$ cat src/rtl/pc_fetch_unit_if.sv
// rtl/pc_fetch_unit_if.sv - instruction-memory req/ack port between fetch unit and memory
interface pc_fetch_unit_if #(
  parameter int XLEN = 32
);
  logic            imem_req;
  logic [XLEN-1:0] imem_addr;
  logic            imem_ack;
  logic [31:0]     imem_rdata;

  modport master (output imem_req, output imem_addr, input imem_ack, input imem_rdata);
  modport slave  (input imem_req, input imem_addr, output imem_ack, output imem_rdata);
endinterface

$ cat src/rtl/pc_fetch_unit.sv
// rtl/pc_fetch_unit.sv - PC register, next-PC mux and req/ack instruction fetch; FETCH_TIMEOUT_EN adds an ack timeout
module pc_fetch_unit #(
  parameter int              XLEN        = 32,
  parameter logic [XLEN-1:0] RESET_PC    = '0,
  parameter int              TIMEOUT_CYC = 16
) (
  input  logic              clk,
  input  logic              rst,
  input  logic              enPC,
  input  logic              PCsel1,
  input  logic              PCsel0,
  input  logic [XLEN-1:0]   imm,
  input  logic [XLEN-1:0]   alu_result,
  pc_fetch_unit_if.master   imem,
  output logic [XLEN-1:0]   pc,
  output logic [XLEN-1:0]   pc_plus4,
  output logic [31:0]       instr,
  output logic [6:0]        opcode,
  output logic [2:0]        lorbtype,
  output logic [3:0]        alu_action,
  output logic [4:0]        rs1,
  output logic [4:0]        rs2,
  output logic [4:0]        rd,
  output logic              instr_valid,
  output logic              fetch_err
);

  typedef enum logic [1:0] {IDLE, FETCH, HOLD} state_t;

  state_t          state;
  logic            req_q;
  logic [XLEN-1:0] next_pc;
  logic            misaligned;

`ifdef FETCH_TIMEOUT_EN
  localparam int CW = $clog2(TIMEOUT_CYC + 1);
  logic [CW-1:0] wait_cnt;
`else
  logic [31:0] unused_timeout;
  assign unused_timeout = TIMEOUT_CYC;
`endif

  assign pc_plus4 = pc + XLEN'(4);

  always_comb begin
    next_pc = RESET_PC;
    case ({PCsel1, PCsel0})
      2'b00:   next_pc = pc_plus4;
      2'b01:   next_pc = pc + imm;
      2'b10:   next_pc = alu_result & ~XLEN'(1);
      default: next_pc = RESET_PC;
    endcase
  end

  assign misaligned = |next_pc[1:0];

  always_ff @(posedge clk) begin
    if (rst) begin
      pc          <= RESET_PC;
      instr       <= '0;
      instr_valid <= 1'b0;
      req_q       <= 1'b0;
      fetch_err   <= 1'b0;
      state       <= IDLE;
`ifdef FETCH_TIMEOUT_EN
      wait_cnt    <= '0;
`endif
    end else if (enPC) begin
      // A new PC always wins, even over an ack arriving in the same cycle.
      pc          <= next_pc;
      instr       <= '0;
      instr_valid <= 1'b0;
      if (misaligned || fetch_err) begin
        if (misaligned) fetch_err <= 1'b1;
        state <= IDLE;
        req_q <= 1'b0;
      end else begin
        state <= FETCH;
        req_q <= 1'b1;
`ifdef FETCH_TIMEOUT_EN
        wait_cnt <= '0;
`endif
      end
    end else begin
      case (state)
        FETCH: begin
          if (imem.imem_ack) begin
            instr       <= imem.imem_rdata;
            instr_valid <= 1'b1;
            req_q       <= 1'b0;
            state       <= HOLD;
          end
`ifdef FETCH_TIMEOUT_EN
          else if (wait_cnt == CW'(TIMEOUT_CYC - 1)) begin
            fetch_err <= 1'b1;
            req_q     <= 1'b0;
            state     <= IDLE;
          end else begin
            wait_cnt <= wait_cnt + CW'(1);
          end
`endif
        end
        default: ;
      endcase
    end
  end

  assign imem.imem_req  = req_q;
  assign imem.imem_addr = pc;

  assign opcode     = instr[6:0];
  assign lorbtype   = instr[14:12];
  assign alu_action = {instr[30], instr[14:12]};
  assign rs1        = instr[19:15];
  assign rs2        = instr[24:20];
  assign rd         = instr[11:7];

endmodule
$ cat src/flat_wrapper.sv
// flat-port wrapper written by rule: the top's interface ports become plain ports
module pc_fetch_unit_flat 
#(
  parameter int              XLEN        = 32,
  parameter logic [XLEN-1:0] RESET_PC    = '0,
  parameter int              TIMEOUT_CYC = 16
)
  (clk, rst, enPC, PCsel1, PCsel0, imm, alu_result, pc, pc_plus4, instr, opcode, lorbtype, alu_action, rs1, rs2, rd, instr_valid, fetch_err, imem_imem_req, imem_imem_addr, imem_imem_ack, imem_imem_rdata);
  pc_fetch_unit_if #(.XLEN(XLEN)) imem_i ();
  input  logic clk;
  input  logic rst;
  input  logic enPC;
  input  logic PCsel1;
  input  logic PCsel0;
  input  logic [XLEN-1:0] imm;
  input  logic [XLEN-1:0] alu_result;
  output logic [XLEN-1:0] pc;
  output logic [XLEN-1:0] pc_plus4;
  output logic [31:0] instr;
  output logic [6:0] opcode;
  output logic [2:0] lorbtype;
  output logic [3:0] alu_action;
  output logic [4:0] rs1;
  output logic [4:0] rs2;
  output logic [4:0] rd;
  output logic instr_valid;
  output logic fetch_err;
  output wire logic [$bits(imem_i.imem_req)-1:0] imem_imem_req;
  output wire logic [$bits(imem_i.imem_addr)-1:0] imem_imem_addr;
  input wire logic [$bits(imem_i.imem_ack)-1:0] imem_imem_ack;
  input wire logic [$bits(imem_i.imem_rdata)-1:0] imem_imem_rdata;
  assign imem_imem_req = imem_i.imem_req;
  assign imem_imem_addr = imem_i.imem_addr;
  assign imem_i.imem_ack = imem_imem_ack;
  assign imem_i.imem_rdata = imem_imem_rdata;
  pc_fetch_unit #(.XLEN(XLEN), .RESET_PC(RESET_PC), .TIMEOUT_CYC(TIMEOUT_CYC)) u_core (.clk(clk), .rst(rst), .enPC(enPC), .PCsel1(PCsel1), .PCsel0(PCsel0), .imm(imm), .alu_result(alu_result), .imem(imem_i), .pc(pc), .pc_plus4(pc_plus4), .instr(instr), .opcode(opcode), .lorbtype(lorbtype), .alu_action(alu_action), .rs1(rs1), .rs2(rs2), .rd(rd), .instr_valid(instr_valid), .fetch_err(fetch_err));
endmodule
$ cat config.mk
export PLATFORM = sky130hd
export DESIGN_NAME = pc_fetch_unit_flat
export DESIGN_NICKNAME = d
export VERILOG_FILES = /design/src/rtl/pc_fetch_unit_if.sv /design/src/rtl/pc_fetch_unit.sv /design/src/flat_wrapper.sv
export SDC_FILE = /design/constraint.sdc
export NUM_CORES = 1
export LEC_CHECK = 0
export CELL_PAD_IN_SITES_DETAIL_PLACEMENT = 0
export CELL_PAD_IN_SITES_GLOBAL_PLACEMENT = 1
export CORE_MARGIN = 1.5
export CORE_UTILIZATION = 26
export DETAILED_ROUTE_END_ITERATION = 12
export PLACE_DENSITY = 0.77
export SYNTH_ARGS = -nofsm -noshare
export SYNTH_HDL_FRONTEND = slang
export SYNTH_SLANG_ARGS = --single-unit
export TNS_END_PERCENT = 10
$ cat constraint.sdc
create_clock -name clk -period 2.5 [get_ports clk]
set_clock_uncertainty 0.15 [all_clocks]
set_input_delay 0.25 -clock clk [delete_from_list [all_inputs] [get_ports clk]]
set_output_delay 0.25 -clock clk [all_outputs]
set_load 0.01 [all_outputs]
### Word level (Yosys, flattened, before mapping)

Cells that the tools add are included.

| storage, ports and cells | value |
|---|---|
| bits in registers | 69 |
| output and inout port bits | 160 |
| bits of input ports | 102 |
| word-level logic and storage cells | 29 |

| operators by class | value |
|---|---|
| $add $sub $neg | 2 |
| eq/ne operators | 3 |
| muxes and demuxes | 9 |
| reduce and logical (&&, ||, !) cells | 9 |

Operators by type and width:

| operator | number |
|---|---|
| $pmux W32 S3 | 1 |
| $add A32 B3 Y32 const B | 1 |
| $add A32 B32 Y32 | 1 |
| $mux W2 | 3 |
| $mux W1 | 5 |
| $eq A2 B1 Y1 const B | 2 |
| $reduce_and A2 Y1 | 2 |
| $reduce_bool A2 Y1 | 2 |
| $reduce_or A2 Y1 | 2 |
| $reduce_and A3 Y1 | 1 |
| $eq A2 B2 Y1 const B | 1 |
| $logic_not A2 Y1 | 1 |
| $logic_or A1 B1 Y1 | 1 |

### Depth between registers and ports, before layout

Gate-level depths: netlist (run 1).

| depth | value |
|---|---|
| depth after elaboration | 6 |
| mapped depth | 11 |
| gate-level depth less buffers | 11 |

### Worst setup path before layout (run 1)

OpenSTA, ideal clock, no wires.

| timing | value |
|---|---|
| kind | register to register |
| start | register u_core.pc[0] (netlist: u_core.imem.imem_addr[0]) |
| end | register u_core.pc[30] (netlist: u_core.imem.imem_addr[30]) |
| buffers on the path | 0 |
| required time | 2,288 ps |
| period minus slack after synthesis | 2,721 ps |
| setup time | 62 ps |
| data arrival time | 2,509 ps |
| setup slack | -221 ps |
| stages on the path, launching flop included | 12 |
| cells stage by stage | dfxtp_1 > ha_1 > inv_1 > fa_1 > nor2b_1 > o211ai_1 > a31o_1 > a211oi_2 > o2111ai_1 > a211o_1 > a211o_1 > nand3_1 |

| between the ends | value |
|---|---|
| longest elaborated chain between the ends | 2 |
| elaborated cells between the ends (all ways) | 3 |
| classes of those cells | add/sub (2); mux (1) |

RTL lines:

| item | RTL line | source |
|---|---|---|
| from (decl) | pc_fetch_unit.sv:15 | `output logic [XLEN-1:0] pc,` |
| from (signal assigned) | pc_fetch_unit.sv:70 | `pc <= next_pc;` |
| $add A32 B32 Y32 or $add A32 B3 Y32 (tied branches) | pc_fetch_unit.sv:49, pc_fetch_unit.sv:43 |  |
| $pmux W32 S3 (*) | pc_fetch_unit.sv:47 | `case ({PCsel1, PCsel0})` |

Every way passes the cells marked *; elsewhere a longest branch is shown, timed or not.
A chain may end at the register's enable or synchronous reset.

### Worst setup path after layout (run 1)

Same ends and word-level chain as after synthesis.

==> out/metrics.cfg, run 1 <==
[critical_path]
crit_path_start_kind = register
cp-endpoint = u_core.imem.imem_addr[30]$_SDFFE_PP0P_
critical_path_arrival_ps = 2870
startpoint = u_core.imem.imem_addr[0]$_SDFFE_PP0P_
crit_type = register to register
crit_path_end_kind = register
reg2reg_from = u_core.imem.imem_addr[0]$_SDFFE_PP0P_
ff2ff_path_depth = 11
worstPathRequired_ps = 2630
reg2reg_slack_ps = -240
worstReg2RegEnd = u_core.imem.imem_addr[30]$_SDFFE_PP0P_
cp_max_fo = 2

[grt]
grt_pass1_wl_mm = 34.2
grt_use_met3 = 0.0306
antenna_found_initial = 0
grt_use_total = 0.198
grt-busiest-layer = met2
grt_use_met1 = 0.256
grt_max_degree = 34
use_met2 = 0.336
grt_pass1_vias = 6283
grt_overflow = 0

[clock_tree]
insertion_delay_ps = 340
clockBufferDepth = 2
cts_sinks = 68
clk_pin_slew_ps = 60
cts_made_buffers = 9
cts_tree = built
cts_root_buffer = clkbuf_16
cts_max_level = 3
cts_hold_buf = 0

[pwr]
p_leak_nw = 4.03
internal_power_mw = 2.60
combPwrFrac = 0.337
power.switching_mw = 1.15
clkPwrFrac = 0.351
p_sw_frac = 0.307
seqPwrFrac = 0.312
irDropWorstVdd_mv = 0.206
powerDensity_mw_per_mm2 = 384

[synth]
synth_enable_flop_cells = 0
synth_seq_cells = 68
synth_compound_area_frac = 0.241
seq_area_frac_synth = 0.245
yosys.cell_types.count = 62
synthMostInstantiatedCell = nand2_1
syn-instance-count = 733
synthTopCellsByArea = dfxtp_1 25%, buf_4 8.5%, nand2_1 8.0%, ha_1 7.2%, a21oi_1 6.2%
synth_adder_area_share = 0.0757
synth_warnings = 0
syn-cell-area_mm2 = 0.00556
synth_area_per_cell_um2 = 7.58
synth-xor-area-share = 0.0804
async_flop_share = 0
synth_top_family_by_area = compound AO/OA/AOI/OAI gates
synth_top_area_cell = dfxtp_1
synth_top_area_frac = 0.245
synthTopCellsByCount = 119 x nand2_1, 69 x a21oi_1, 68 x dfxtp_1
syn_nets = 868
yosys.area_share.simple = 0.203
synthMuxAreaShare = 0.0345
ys.flop_type = dfxtp_1

[timing]
relSlewSlack = 0.578
worst_slack_ps = -242
whs_ps = 303
drv_slew = 0
worst-slew-pin-transition_ps = 634
fmax_ghz = 0.365
setup_viol = 27
min_period_ps = 2740
period_share = 1.10
finalHoldViolCount = 0
rsz0062_at_grt = yes

[placement]
gp_congestion = 0.838
portBuffers = 260
dp.final_hpwl_mm = 17.4
placed_area_mm2 = 0.00906

[final_layout]
final_area_mm2 = 0.00976
antenna_cells = 0
layout-drive-gt1-share = 0.259
fillers = 2119
nNetsFinal = 1192
area_delta_synth_final_pct = 75.7

[routing]
route.detailed.drc = 0
wl_per_cell_um = 16.9
route.vias.total = 6553
drt_iter0_drc = 252
finalWirelength_mm = 22.6
antenna_left = 0
vias_per_cell = 4.90
dr.pass1.iters = 5

[outcome]
violations = setup timing
status = finished with violations

[die]
boundaryPins = 262
die_area_mm2 = 0.0223
die_h_um = 149
start_util = 0.264
row_count = 53
die_width_um = 149
core_mm2 = 0.0210

[flow_run]
drv_cap = 0

[min_path]
hold_path_class = register to register
worstHoldPathCells = 2

metrics by stage:
stage / utilization / instances / setup WS (ps) / setup TNS, ps / total power, mW
3_3_place_gp: 0.431 / 1308 / -747 / -15110 / 2.40
2_1_floorplan: - / 733 / -82.5 / -151 / 1.78
5_1_grt: 0.464 / 1337 / -391 / -7080 / 3.94
4_1_cts: 0.451 / 1329 / -264 / -1810 / 3.74
3_5_place_dp: 0.431 / 1308 / -758 / -15490 / 2.40
6_report: 0.464 / 1337 / -242 / -2770 / 3.75
worst min-delay path by stage:
stage | startpoint | to | slack [ps]
floorplan | imem_imem_rdata[25] | u_core.instr[25]$_SDFFE_PP0P_ | 240
global placement | u_core.instr[27]$_SDFFE_PP0P_ | u_core.instr[27]$_SDFFE_PP0P_ | 290
detailed placement | u_core.instr[31]$_SDFFE_PP0P_ | u_core.instr[31]$_SDFFE_PP0P_ | 300
CTS | imem_imem_rdata[7] | u_core.instr[7]$_SDFFE_PP0P_ | 300
global route | imem_imem_rdata[0] | u_core.instr[0]$_SDFFE_PP0P_ | 320
finish | u_core.instr[31]$_SDFFE_PP0P_ | u_core.instr[31]$_SDFFE_PP0P_ | 300
critical path: stages, from the launching register on:
cell and delay, ps:
dfxtp_4 360, ha_4 130, inv_2 40, fa_2 350, nor2b_2 140, o211ai_1 130, a31o_4 270, a211oi_4 270
o2111ai_2 170, a211o_1 330, a211o_1 260, nand3_1 60
kinds of logic after synthesis:
family | count (synthesis)
AND/OR/NAND/NOR | 247
XOR/XNOR | 51
multiplexers | 19
AO/OA/AOI/OAI | 200
flip-flops | 68
buffers and inverters | 115
adder cells (fa/ha/maj) | 33
per-layer routing:
layer,wire length (um),part of all wire
met1,10100,0.45
met4,321,0.014
met2,10800,0.48
met5,0,0
met3,1430,0.063
sequential cells by signal (all words and copies together) (netlist names):
| name | flops |
|---|---|
| u_core.state | 2 |
| u_core.instr_valid | 1 |
| u_core.imem.imem_addr | 32 |
| u_core.fetch_err | 1 |
| u_core.instr | 32 |
power by group through the flow:
stage	clock network [mW]	registers [mW]	logic, mW
after CTS	1.36	1.17	1.22
final	1.32	1.17	1.26
after global placement	0	1.19	1.21
after global routing	1.40	1.18	1.36
after floorplan	0	1.22	0.562
after detailed placement	0	1.19	1.21
cells in the final DEF, fill, tap and decap left out, types with 6 or more instances in the layout:
cell type        Yosys  routed
buf_4               63     151
nor3_1              11       8
nor2_1              45      40
nand4_1             10      10
o21ai_0             27      23
mux2i_1             18      18
o211ai_1             8       8
xor2_1              21      20
ha_4                 0      13
buf_6                0       6
clkbuf_16            0      10
ha_1                32      19
xnor2_2              0       6
o22ai_1              6       6
xnor2_1             30      24
a22o_1               7       7
dfxtp_2              0      10
a31oi_1              6       6
a22oi_1              6       6
o221ai_1            11      11
buf_2                2      12
nand2_1            119     118
clkdlybuf4s50_1      0     232
inv_1               13      12
nand3_1             19      16
a21oi_1             69      67
dfxtp_1             68      53
a21o_1              14      14
final cells by class:
| cell class | instances | area [um2] | share of cell area |
|---|---|---|---|
| inverters | 13 | 48.8 | 0.00500 |
| clock buffers | 12 | 278 | 0.0285 |
| multi-input cells | 550 | 3950 | 0.405 |
| clock inverters | 4 | 27.5 | 0.00282 |
| repair buffers | 415 | 3720 | 0.381 |
| well taps | 275 | 344 | 0.0353 |
| flip-flops and latches | 68 | 1390 | 0.143 |
timing repair:
| item | CTS | global route |
|---|---|---|
| setup endpoints to repair | 45 | 46 |
| resized for setup | 112 | 43 |
| hold endpoints to repair | 0 | 0 |
| buffers inserted | 5 | 8 |
| pin swaps | 22 | 19 |
Power figures use the tool's default switching activity.
==> run 2, diff against run 1 <==
--- a/config.mk
+++ b/config.mk
@@ -5,11 +5,13 @@
 export SDC_FILE = /design/constraint.sdc
 export NUM_CORES = 1
 export LEC_CHECK = 0
+export ABC_CLOCK_PERIOD_IN_PS = 2500
 export CELL_PAD_IN_SITES_DETAIL_PLACEMENT = 0
 export CELL_PAD_IN_SITES_GLOBAL_PLACEMENT = 1
-export CORE_MARGIN = 1.5
+export CORE_MARGIN = 2
 export CORE_UTILIZATION = 26
 export DETAILED_ROUTE_END_ITERATION = 12
+export MAX_ROUTING_LAYER = met4
 export PLACE_DENSITY = 0.77
 export SYNTH_ARGS = -nofsm -noshare
 export SYNTH_HDL_FRONTEND = slang
==> run 2 against run 1 <==
The run still ends with setup timing left. Critical path depth is the same. Maximum frequency grew 0.54%. Clock power grew 19%. Via count shrank 1.6%. Routed wire length shrank 2.1%. Register-to-register slack is essentially flat. Global-route usage is essentially flat. Cell area shrank 0.85%. Sequential share of layout area grew 0.096 points. Non-clock buffer count shrank 9. Total power grew 6.3%. Flip-flop and latch count is the same. Critical path type is now input port to register. Critical endpoint unchanged.
==> out/metrics.cfg, run 2 (same netlist as run 1, synthesis figures left out) <==
[timing]
relSlewSlack = 0.575
setup_viol = 26
fmax_ghz = 0.367
finalHoldViolCount = 0
worst-slew-pin-transition_ps = 638
min_period_ps = 2730
worst_slack_ps = -227
drv_slew = 0
period_share = 1.09
rsz0062_at_grt = yes

[critical_path]
crit_path_start_kind = input port
crit_type = input port to register
cp_max_fo = 3
worstPathRequired_ps = 2630
crit_path_end_kind = register
critical_path_arrival_ps = 2850
reg2reg_slack_ps = -230
ff2ff_path_depth = 11
worstReg2RegEnd = u_core.imem.imem_addr[30]$_SDFFE_PP0P_
reg2reg_from = u_core.imem.imem_addr[0]$_SDFFE_PP0P_
startpoint = imm[1]
cp-endpoint = u_core.imem.imem_addr[30]$_SDFFE_PP0P_

[outcome]
violations = setup timing
status = finished with violations

[placement]
post-place-cells = 1300
dp.final_hpwl_mm = 17.5
gp_congestion = 0.862
portBuffers = 260
placed_area_mm2 = 0.00901

[grt]
grt_max_degree = 36
grt_overflow = 0
grt_pass1_wl_mm = 33.9
antenna_found_initial = 0
grt_pass1_vias = 6380
grt_use_total = 0.198

[die]
core_mm2 = 0.0210
die_width_um = 150
start_util = 0.264
boundaryPins = 262
die_h_um = 150
die_area_mm2 = 0.0226
row_count = 53

[clock_tree]
cts_max_level = 3
cts_sinks = 68
insertion_delay_ps = 340
cts_made_buffers = 9
clk_pin_slew_ps = 60
cts_tree = built
cts_root_buffer = clkbuf_16
clockBufferDepth = 2

[routing]
dr.pass1.iters = 5
route.detailed.drc = 0
vias_per_cell = 4.86
route.vias.total = 6448
wl_per_cell_um = 16.6
finalWirelength_mm = 22.1
antenna_left = 0
drt_iter0_drc = 330

[final_layout]
area_delta_synth_final_pct = 74.2
nNetsFinal = 1183
final_area_mm2 = 0.00968
fillers = 2100
layout-drive-gt1-share = 0.237
layout_commonest_cell = clkdlybuf4s50_1
mostFrequentLayoutCells = 233 x clkdlybuf4s50_1, 144 x buf_4, 119 x nand2_1
stdcell_count = 1328
antenna_cells = 0

[pwr]
irDropWorstVdd_mv = 0.349
powerDensity_mw_per_mm2 = 412
p_leak_nw = 3.98

[flow_run]
drv_cap = 0

[min_path]
hold_path_class = input port to register

## run 2: timing repair
action | 4_1_cts | 5_1_grt
endpoints found under the setup margin | 45 | 42
pin swaps | 18 | 8
buffers inserted | 9 | 3
hold buffers | 0 | 0
gates resized for setup | 103 | 18
## run 2: how the worst min path moves through the flow
| stage | from | end | cells after the start |
|---|---|---|---|
| floorplan | imem_imem_rdata[25] | u_core.instr[25]$_SDFFE_PP0P_ | 2 |
| global placement | u_core.instr[28]$_SDFFE_PP0P_ | u_core.instr[28]$_SDFFE_PP0P_ | 2 |
| detailed placement | u_core.instr[25]$_SDFFE_PP0P_ | u_core.instr[25]$_SDFFE_PP0P_ | 2 |
| CTS | PCsel1 | u_core.imem.imem_addr[0]$_SDFFE_PP0P_ | 4 |
| global route | PCsel1 | u_core.imem.imem_addr[0]$_SDFFE_PP0P_ | 4 |
| finish | PCsel1 | u_core.imem.imem_addr[0]$_SDFFE_PP0P_ | 4 |
## run 2: critical path, cell delays in order
cell and delay, ps:
clkdlybuf4s50_1 500, inv_1 70, fa_2 390, nor2b_2 140, o211ai_1 130, a31o_1 280, a211oi_2 280, o2111ai_2 170
a211o_1 310, a211o_1 270, nand3_1 70
## run 2: per-layer routing
metal / vias to the layer above / global-route usage / routed length [um]
met1: 3002 / 0.251 / 10100
met4: 0 / 0.0467 / 315
met3: 21 / 0.0433 / 1480
met2: 235 / 0.322 / 10200
li1: 3190 / - / -
met5: - / - / 0
## run 2: metrics by stage
stage / util / setup TNS, ps / hold slack (ps) / total power, mW / setup slack [ps]
CTS: 0.455 / -2420 / 234 / 4.00 / -224
finish: 0.460 / -1540 / 247 / 3.98 / -227
detailed placement: 0.429 / -14960 / 300 / 2.40 / -785
global placement: 0.429 / -14380 / 291 / 2.39 / -745
global route: 0.460 / -5740 / 310 / 4.17 / -405
floorplan: - / -151 / 236 / 1.78 / -82.5
## run 2: area by class of cell
cell class | count | area [um2] | share of cell area
clock inverter | 6 | 116 | 0.0120
clock buffer | 10 | 250 | 0.0259
sequential | 68 | 1390 | 0.144
timing repair buffer | 406 | 3680 | 0.380
multi-input combinational | 550 | 3850 | 0.398
tap | 275 | 344 | 0.0356
inverter | 13 | 48.8 | 0.00504
## run 2: where the power goes
| part | switching, mW | internal, mW |
|---|---|---|
| Combinational | 0.568 | 0.674 |
| Clock | 0.529 | 1.04 |
| Sequential | 0.0458 | 1.12 |
| Total | 1.14 | 2.84 |
==> run 3, diff against run 2 <==
--- a/config.mk
+++ b/config.mk
@@ -10,6 +10,7 @@
 export CELL_PAD_IN_SITES_GLOBAL_PLACEMENT = 1
 export CORE_MARGIN = 2
 export CORE_UTILIZATION = 26
+export CTS_CLUSTER_SIZE = 14
 export DETAILED_ROUTE_END_ITERATION = 12
 export MAX_ROUTING_LAYER = met4
 export PLACE_DENSITY = 0.77
==> results of run 3 <==
Same layout as run 2: the final DEF is identical, and so are final timing and power.
